--- src/rtl/boot_loader.sv ---
// Framed byte-stream program loader: parses SYNC/LEN/BASE/DATA/CSUM frames,
// writes the payload through the CPU memory write port and holds the CPU in
// reset until a frame with a good checksum has been loaded.
module boot_loader #(
  parameter int unsigned ADDR_W    = 8,
  parameter int unsigned RST_HOLD  = 4,
  parameter logic [7:0]  SYNC_BYTE = 8'hA5
) (
  input  logic              clk,
  input  logic              rstn,
  input  logic              rx_valid,
  input  logic [7:0]        rx_data,
  output logic              rx_ready,
  input  logic              load_req,
  output logic              mem_we,
  output logic [ADDR_W-1:0] mem_addr,
  output logic [7:0]        mem_wdata,
  output logic              cpu_rstn,
  output logic              done,
  output logic              err
);

  typedef enum logic [2:0] {
    StIdle,
    StLen,
    StBase,
    StData,
    StCsum,
    StRelease,
    StRun,
    StError
  } state_e;

  state_e            state_q, state_d;
  // Remaining data bytes; 9 bits so LEN=0 can stand for 256.
  logic [8:0]        count_q, count_d;
  logic [ADDR_W-1:0] addr_q, addr_d;
  logic [7:0]        csum_q, csum_d;
  logic [7:0]        hold_q, hold_d;
  logic              mem_we_q, mem_we_d;
  logic [ADDR_W-1:0] mem_addr_q, mem_addr_d;
  logic [7:0]        mem_wdata_q, mem_wdata_d;
  logic              cpu_rstn_q, cpu_rstn_d;
  logic              done_q, done_d;
  logic              err_q, err_d;

  logic              accept;
  logic [7:0]        csum_sum;

  // Readiness is a pure state decode so upstream never sees a data-dependent ready.
  assign rx_ready = (state_q == StIdle) || (state_q == StLen) || (state_q == StBase) ||
                    (state_q == StData) || (state_q == StCsum);
  assign accept   = rx_valid && rx_ready;
  assign csum_sum = csum_q + rx_data;

  // Frame parser, write-port and CPU-reset next-state logic.
  always_comb begin
    state_d     = state_q;
    count_d     = count_q;
    addr_d      = addr_q;
    csum_d      = csum_q;
    hold_d      = hold_q;
    mem_we_d    = 1'b0;
    mem_addr_d  = mem_addr_q;
    mem_wdata_d = mem_wdata_q;

    unique case (state_q)
      StIdle: begin
        if (accept && (rx_data == SYNC_BYTE)) begin
          csum_d  = '0;
          state_d = StLen;
        end
      end
      StLen: begin
        if (accept) begin
          count_d = (rx_data == 8'h00) ? 9'd256 : {1'b0, rx_data};
          csum_d  = csum_sum;
          state_d = StBase;
        end
      end
      StBase: begin
        if (accept) begin
          addr_d  = ADDR_W'(rx_data);
          csum_d  = csum_sum;
          state_d = StData;
        end
      end
      StData: begin
        if (accept) begin
          mem_we_d    = 1'b1;
          mem_addr_d  = addr_q;
          mem_wdata_d = rx_data;
          addr_d      = addr_q + 1'b1;
          count_d     = count_q - 9'd1;
          csum_d      = csum_sum;
          if (count_q == 9'd1) begin
            state_d = StCsum;
          end
        end
      end
      StCsum: begin
        if (accept) begin
          csum_d = csum_sum;
          if (csum_sum == 8'h00) begin
            hold_d  = 8'(RST_HOLD);
            state_d = StRelease;
          end else begin
            state_d = StError;
          end
        end
      end
      StRelease: begin
        // Counts down from RST_HOLD so the CPU leaves reset RST_HOLD+1 edges after CSUM.
        if (hold_q == 8'h00) begin
          state_d = StRun;
        end else begin
          hold_d = hold_q - 8'd1;
        end
      end
      StRun: begin
        if (load_req) begin
          state_d = StIdle;
        end
      end
      StError: begin
        if (load_req) begin
          state_d = StIdle;
        end
      end
      default: state_d = StIdle;
    endcase

    // Status outputs are registered from the next state to stay glitch-free.
    cpu_rstn_d = (state_d == StRun);
    done_d     = (state_d == StRun);
    err_d      = (state_d == StError);
  end

  // State and registered outputs.
  always_ff @(posedge clk or negedge rstn) begin
    if (!rstn) begin
      state_q     <= StIdle;
      count_q     <= '0;
      addr_q      <= '0;
      csum_q      <= '0;
      hold_q      <= '0;
      mem_we_q    <= 1'b0;
      mem_addr_q  <= '0;
      mem_wdata_q <= '0;
      cpu_rstn_q  <= 1'b0;
      done_q      <= 1'b0;
      err_q       <= 1'b0;
    end else begin
      state_q     <= state_d;
      count_q     <= count_d;
      addr_q      <= addr_d;
      csum_q      <= csum_d;
      hold_q      <= hold_d;
      mem_we_q    <= mem_we_d;
      mem_addr_q  <= mem_addr_d;
      mem_wdata_q <= mem_wdata_d;
      cpu_rstn_q  <= cpu_rstn_d;
      done_q      <= done_d;
      err_q       <= err_d;
    end
  end

  assign mem_we    = mem_we_q;
  assign mem_addr  = mem_addr_q;
  assign mem_wdata = mem_wdata_q;
  assign cpu_rstn  = cpu_rstn_q;
  assign done      = done_q;
  assign err       = err_q;

endmodule

--- config.mk ---
export PLATFORM = sky130hd
export DESIGN_NAME = boot_loader
export DESIGN_NICKNAME = d
export VERILOG_FILES = /design/src/rtl/boot_loader.sv
export SDC_FILE = /design/constraint.sdc
export NUM_CORES = 1
export LEC_CHECK = 0
export ABC_AREA = 0
export ABC_CLOCK_PERIOD_IN_PS = 3940
export CORE_MARGIN = 3
export CORE_UTILIZATION = 55
export DETAILED_ROUTE_END_ITERATION = 6
export GPL_TIMING_DRIVEN = 0
export PLACE_DENSITY = 0.84
export SLEW_MARGIN = 20
export SYNTH_ARGS = -nofsm -noshare
export SYNTH_HDL_FRONTEND = slang
export SYNTH_SLANG_ARGS = --single-unit
--- constraint.sdc ---
create_clock -name clk -period 3.94 [get_ports clk]
set_clock_uncertainty 0.2 [all_clocks]
set_input_delay 0.591 -clock clk [delete_from_list [all_inputs] [get_ports clk]]
set_output_delay 0.591 -clock clk [all_outputs]
set_load 0.1 [all_outputs]
# == Yosys cells after proc, flatten, opt, wreduce, memory -nomap -nowiden ==
# Cells that the tools add are included.
# word_totals
register_bits,55
input_bits,12
output_inout_bits,21
# op_classes
addsub,4
eq_ne,19
mux,26
reduce_logical,21
# ops
cell,count
$mux 8,7
$pmux 8 s2,3
$mux 9,3
$logic_not 8->1,3
$mux 3,8
$pmux 3 s7,1
$eq 3x3->1 const B,6
$pmux 9 s2,1
$ne 2x2->1 const B,5
$eq 9x1->1 const B,1
$reduce_and 3->1,3
$sub 9x1->9 const B,1
$add 8x1->8 const B,1
$add 8x8->8,1
$eq 8x8->1 const B,1
$reduce_bool 2->1,4
$sub 8x1->8 const B,1
$eq 3x2->1 const B,2
$ne 2x1->1 const B,3
$logic_or 1x1->1,4
$reduce_and 4->1,1
$reduce_or 4->1,1
$eq 3x1->1 const B,1
$logic_not 3->1,1
5 further kinds,7

# == Logic depth before layout (Yosys ltp) ==
# Gate-level depths: netlist of run 1.
# logic_depth
word_depth,10
depth_mapped,8
mapped_depth_nobuf,8

# == Worst setup path before layout of run 1 ==
# Ideal clock, no wire load.
# synth_path
path_kind,flip-flop to flip-flop
from,register state_q[0]
to,register csum_q[0]
arrival_ns,3.430
required_time_ns,3.619
setup_slack_ns,0.190
path_stages_with_launch,5
synth_period_minus_slack_ns,3.750
path_cell_list,dfrtp_1 o21ai_0 nand2_1 o21bai_1 a22o_1
# synth_between
elab_chain_len,9
elab_cells_between_ends,17
# synth_rtl
element,line,text
"start, declared",34,"state_e state_q, state_d;"
"start signal, assigned",142,state_q <= StIdle;
"start signal, assigned",154,state_q <= state_d;
$eq 3x1->1 or $logic_not 3->1 (tied branches),51,assign rx_ready = (state_q == StIdle) || (state_q == StLen) || (state_q == StBase) ||
$logic_or 1x1->1 (3 in a row),51,
$logic_or 1x1->1 *,52,(state_q == StData) || (state_q == StCsum);
net rx_ready,13,"output logic rx_ready,"
$logic_and 1x1->1 *,53,assign accept = rx_valid && rx_ready;
$logic_and 1x1->1,69,if (accept && (rx_data == SYNC_BYTE)) begin
$ne 2x1->1 (no line),n/a,
$reduce_and 3->1 (no line) *,n/a,
"end signal, assigned",157,csum_q <= csum_d;
"end, declared",38,"logic [7:0] csum_q, csum_d;"
# The timed path passes the listed nets; every way through them passes the cells marked *.
# A chain may end at the register's enable or synchronous reset.

# == Worst setup path after layout of run 1 ==
# layout_path
from,input rx_data[0]
to,register hold_q[6]
# layout_between
elab_chain_len,4
# layout_rtl
element,line,text
"start, declared",12,"input logic [7:0] rx_data,"
$add 8x8->8,54,assign csum_sum = csum_q + rx_data;
$logic_not 8->1,104,if (csum_sum == 8'h00) begin
$ne 2x1->1 (no line),n/a,
$reduce_and 4->1 (no line),n/a,
"end signal, assigned",158,hold_q <= hold_d;
"end, declared",39,"logic [7:0] hold_q, hold_d;"
# No other way between the ends.

==> flow_summary.json, run 1 <==
{
  "status": "finished clean",
  "fmax_mhz": 289,
  "cts_hold_buffers": 0,
  "globalRouteMet2Util_pct": 38.1,
  "core_area_um2": 5300,
  "worst-path-buf-inv": 1,
  "p_switching_mw": 1.74,
  "chipHeight_um": 81.3,
  "ys_warn_count": 0,
  "avgSynthCellArea_um2": 9.48,
  "ir_drop_mv": 0.913,
  "seq_power_share_pct": 29.4,
  "max_stage_delay_ps": 570,
  "required_ps": 3940,
  "grt-ovfl-total": 0,
  "port_buffers": 32,
  "yosysSeqAreaShare_pct": 44.1,
  "worstSetupPathType": "input pin to flop",
  "grt_start_max_net_pins": 56,
  "hold_violations": 0,
  "synthCells": 329,
  "busiest_layer": "met2",
  "critPathTopFamily": "compound AO/OA/AOI/OAI gates",
  "internal-power_mw": 1.62,
  "fin_cells": 439,
  "gp_congestion": 0.879,
  "finalCritPeriodShare_pct": 87.9,
  "avgViaCountPerCell": 6.20,
  "placedInstanceArea_um2": 3520,
  "synth_nets": 353,
  "layout.nets": 392,
  "cts_buffer_depth": 2,
  "diodes": 0,
  "post_cts_buffers": 0,
  "mappedNetlistArea_um2": 3120,
  "comb_power_share_pct": 59.0,
  "worstPathMaxFanout": 6,
  "rsz0062_at_grt": "no",
  "setup_tns_ps": 0,
  "firstDrtPassIters": 5,
  "r2r-start": "csum_q[0]$_DFFE_PN0P_",
  "critPathCaptureType": "flop",
  "use_met1_pct": 31.6,
  "worst_pin_slew_ps": 981,
  "grt_pass1_vias": 2573,
  "wire_per_inst_um": 16.0,
  "hpwl_um": 5090,
  "crit_end": "hold_q[6]$_DFFE_PN0P_",
  "cp_num_cells": 9,
  "ff2ff_path_depth": 8,
  "die_x_um": 81.3,
  "r2r_slack_ps": 1030,
  "power_density_nw_per_um2": 923,
  "max_slew_margin_pct": 34.4,
  "final_util_pct": 68.6,
  "crit_start": "rx_data[0]",
  "placedCellCount": 431,
  "clkPwrFrac_pct": 11.5,
  "final_antenna_net_count": 0,
  "drt-initial-drc-count": 420,
  "arrival_ps": 3470,
  "p_sw_share_pct": 51.9,
  "slowest_stage": "clkdlybuf4s50_1",
  "dieArea_um2": 6610,
  "min_path_type": "input pin to async pin",
  "setup_viol": 0,
  "initial_core_util_pct": 58.8,
  "synth_ff_type": "dfrtp_1",
  "numCtsBuffers": 5,
  "finalCriticalPeriod_ps": 3460,
  "drive_above_1_share_pct": 10.3,
  "antenna_found_initial": 0,
  "crit_chain": "clkdlybuf4s50_1 > ha_1 > fa_1 > a211oi_1 > o21bai_1 > a221oi_2 > nand3_2 > o31ai_2 > o21ai_0",
  "synth_edf_count": 0,
  "ys_ff_latch": 55,
  "totalWireLength_um": 7010,
  "ys_types": 57,
  "clk_latency_ps": 310,
  "stdcell_area_um2": 3640,
  "syn_to_final_growth_pct": 16.7,
  "startpoint_type": "input pin",
  "slew_violations": 0,
  "clk_pin_slew_ps": 100,
  "power.leakage_nw": 1.51,
  "r2r_end": "hold_q[6]$_DFFE_PN0P_",
  "num_rows": 26,
  "num_vias": 2721,
  "post_cts_resized": 0,
  "clock_sinks": 55,
  "timing.hold.ws_ps": 116,
  "grtUsageTotal_pct": 23.3,
  "grt_first_pass_wirelength_um": 12000,
  "fill_cells": 419,
  "cts_root_buf": "clkbuf_8",
  "htreeDepth": 2,
  "io_pins": 33,
  "synthArstFlopShare_pct": 100,
  "drc": 0,
  "drv_cap": 0,
  "grt.met3_usage_pct": 3.99,
  "cts_tree": "done"
}
registers in the layout, summed over array words and instances (netlist names):
name	count
csum_q	8
mem_addr	8
state_q	3
hold_q	8
mem_wdata	8
done	1
count_q	9
mem_we	1
addr_q	8
err	1
cell type report:
| type | count | area, um^2 | area share, % |
|---|---|---|---|
| flip-flops and latches | 55 | 1380 | 37.8 |
| plain buffers | 13 | 56.3 | 1.55 |
| multi-input cells | 246 | 1630 | 44.8 |
| inverters | 15 | 56.3 | 1.55 |
| clock buffers | 5 | 68.8 | 1.89 |
| repair buffers | 32 | 318 | 8.73 |
| well taps | 70 | 87.6 | 2.41 |
| clock inverters | 3 | 47.5 | 1.31 |
synthesized netlist by cell type (4+ instances only):
master	n	area, um^2
nand3b_1	4	30.0
a21oi_1	26	130
nor2_1	18	67.6
nor3_1	10	50.1
ha_1	11	138
inv_1	15	56.3
nand3_1	16	80.1
nand2_1	32	120
nand4_1	5	31.3
clkbuf_1	9	33.8
o31ai_1	5	37.5
or3_1	8	50.1
a31oi_1	5	31.3
dfrtp_1	55	1380
o21ai_0	27	135
mux2_2	16	180
metrics by stage:
stage	total power [mW]	setup slack, ps
after detailed placement	2.96	191
after CTS	3.36	562
after floorplan	2.51	190
after global placement	2.92	243
final	3.36	476
after global routing	3.58	302
cells by family after synthesis:
| group | count (synthesis) | share of synthesized area, % |
|---|---|---|
| AO/OA/AOI/OAI | 99 | 21.3 |
| XOR/XNOR | 2 | 0.562 |
| adder cells (fa/ha/maj) | 12 | 5.06 |
| buffers and inverters | 28 | 3.61 |
| flip-flops | 55 | 44.1 |
| multiplexers | 17 | 6.10 |
| AND/OR/NAND/NOR | 116 | 19.3 |
cell usage in the layout, fill, tap and decap left out, types with 3 or more instances in the layout:
cell / n
inv_1: 15
o2111ai_1: 3
o21ai_0: 27
nand2_1: 32
clkdlybuf4s50_1: 31
o31ai_1: 5
a21oi_1: 26
a221oi_1: 3
mux2_2: 16
a31oi_1: 5
nor2_1: 18
clkbuf_8: 5
a22o_1: 3
o21bai_1: 3
ha_1: 11
nor3_1: 10
nor4_1: 3
and3_1: 3
or3_1: 8
clkbuf_1: 9
nand3_1: 16
nand4_1: 5
buf_2: 3
o22ai_1: 3
nor3b_1: 3
nand3b_1: 4
dfrtp_1: 55
power by group through the flow:
stage | combinational, mW | sequential [mW] | clock (mW)
floorplan | 0.910 | 1.60 | 0
global placement | 1.93 | 0.983 | 0
detailed placement | 1.97 | 0.996 | 0
CTS | 1.97 | 0.988 | 0.399
global route | 2.14 | 1.02 | 0.419
finish | 1.98 | 0.989 | 0.387
routing by layer:
layer | up-vias | share of wire, % | routed length [um]
met5 | - | 0 | 0
met4 | 0 | 1.3 | 92
met3 | 12 | 6.6 | 461
met2 | 106 | 46 | 3230
met1 | 1297 | 46 | 3220
li1 | 1306 | - | -
how the worst min path moves through the flow:
stage                                     start                       end  cells past startpoint
after floorplan                            rstn     addr_q[0]$_DFFE_PN0P_                      0
after global placement    csum_q[5]$_DFFE_PN0P_     csum_q[5]$_DFFE_PN0P_                      2
after detailed placement  csum_q[5]$_DFFE_PN0P_     csum_q[5]$_DFFE_PN0P_                      2
after CTS                                  rstn     csum_q[6]$_DFFE_PN0P_                      1
after global routing                       rstn  mem_wdata[5]$_DFFE_PN0P_                      1
final                                      rstn   mem_addr[2]$_DFFE_PN0P_                      1
Note: power is estimated with default switching activity, not from simulation.
==> run 2: changes to the inputs <==
CORE_MARGIN = 1   (was 3)
==> run 2 against run 1 <==
Against the previous run: routed wire length increased by 4.9%; combinational power about the same; register-to-register slack about the same; non-clock buffer count unchanged; sequential share of layout area about the same; worst setup slack improved by 20 ps; flip-flop and latch count unchanged.
==> flow_summary.json, run 2 (synthesis gave the netlist of run 1 again) <==
{
  "htreeDepth": 2,
  "critPathCaptureType": "flop",
  "power_mw": 3.37,
  "power.leakage_nw": 1.50,
  "hpwl_um": 5300,
  "timing.hold.ws_ps": 107,
  "min_path_type": "input pin to async pin",
  "worstSetupPathType": "input pin to flop",
  "power_density_nw_per_um2": 925,
  "required_ps": 3940,
  "numCtsBuffers": 5,
  "final_common_cell": "dfrtp_1",
  "worstPathMaxFanout": 6,
  "clock_sinks": 55,
  "r2r_slack_ps": 1040,
  "totalWireLength_um": 7350,
  "antenna_found_initial": 0,
  "max_slew_margin_pct": 33.5,
  "drive_above_1_share_pct": 10.3,
  "grt_start_max_net_pins": 56,
  "io_pins": 33,
  "crit_chain": "clkdlybuf4s50_1 > ha_1 > fa_1 > a211oi_1 > o21bai_1 > a221oi_2 > nand3_2 > o31ai_2 > o21ai_0",
  "grt_first_pass_wirelength_um": 12300,
  "final_antenna_net_count": 0,
  "top_register": "count_q",
  "slew_violations": 0,
  "die_x_um": 77.3,
  "arrival_ps": 3440,
  "grt_pass1_vias": 2543,
  "drc": 0,
  "grtUsageTotal_pct": 26.2,
  "port_buffers": 32,
  "worst-path-buf-inv": 1,
  "fin_cells": 441,
  "worst_pin_slew_ps": 995,
  "finalCritPeriodShare_pct": 87.4,
  "cts_tree": "done",
  "grt-ovfl-total": 0,
  "core_area_um2": 5470,
  "drv_cap": 0,
  "firstDrtPassIters": 5,
  "avgViaCountPerCell": 6.24,
  "cts_hold_buffers": 0,
  "drt-initial-drc-count": 215,
  "status": "finished clean",
  "num_vias": 2750,
  "layout_common_cells": "55 x dfrtp_1, 32 x nand2_1, 31 x clkdlybuf4s50_1",
  "finalCriticalPeriod_ps": 3440,
  "clk_pin_slew_ps": 110,
  "fmax_mhz": 290,
  "clk_latency_ps": 320,
  "syn_to_final_growth_pct": 16.8,
  "hold_violations": 0,
  "rsz0062_at_grt": "no",
  "stdcell_area_um2": 3640,
  "setup_tns_ps": 0,
  "initial_core_util_pct": 57.0,
  "layout.nets": 392,
  "max_stage_delay_ps": 560,
  "post_cts_buffers": 0,
  "placedCellCount": 433,
  "post_cts_resized": 0,
  "ir_drop_mv": 0.570,
  "startpoint_type": "input pin",
  "wire_per_inst_um": 16.7,
  "diodes": 0,
  "chipHeight_um": 77.3,
  "largest_reg_flops": 9,
  "gp_congestion": 0.865,
  "critPathTopFamily": "compound AO/OA/AOI/OAI gates",
  "cts_root_buf": "clkbuf_8",
  "placedInstanceArea_um2": 3530,
  "num_rows": 27,
  "dieArea_um2": 5970,
  "setup_viol": 0,
  "slowest_stage": "clkdlybuf4s50_1",
  "cts_buffer_depth": 2
}
[run 2: cell types whose count changed in the layout (fill, tap and decap cells not counted), sizes merged]
cell	previous run	this run
clkinvlp	0	1
clkinv	1	0
[run 2: area by class of cell]
class,instances,area [um^2]
Buffer,13,56.3
Clock buffer,5,68.8
Clock inverter,3,46.3
Fill cell,435,1830
Inverter,15,56.3
Multi-Input combinational cell,246,1630
Sequential cell,55,1380
Tap cell,72,90.1
Timing Repair Buffer,32,318
[run 2: power breakdown]
part	internal (mW)	switching, mW
Combinational	0.619	1.37
Sequential	0.804	0.184
Clock	0.192	0.198
Total	1.61	1.75
[run 2: worst paths after layout]
| check | start | end | cells after the start |
|---|---|---|---|
| worst max-delay path | rx_data[0] | hold_q[6]$_DFFE_PN0P_ | 9 |
| worst min-delay path | rstn | mem_addr[4]$_DFFE_PN0P_ | 1 |
| worst max register to register | csum_q[0]$_DFFE_PN0P_ | hold_q[6]$_DFFE_PN0P_ | 8 |
| worst min register to register | csum_q[5]$_DFFE_PN0P_ | csum_q[5]$_DFFE_PN0P_ | 2 |
| max in group asynchronous | rstn | count_q[0]$_DFFE_PN0P_ | 1 |
| min in group clk | csum_q[5]$_DFFE_PN0P_ | csum_q[5]$_DFFE_PN0P_ | 2 |
[run 2: per-stage QoR]
stage,setup WS [ps],utilization [%]
floorplan,190,-
global placement,270,64.5
detailed placement,234,64.4
CTS,564,66.5
global route,362,66.5
finish,497,66.5
[run 2: per-layer routing]
metal / track usage (%) / vias up / wire (um)
met5: 0 / - / 0
met2: 42.0 / 87 / 3550
li1: - / 1308 / -
met3: 4.40 / 11 / 292
met4: 8.87 / 0 / 94
met1: 35.8 / 1344 / 3410
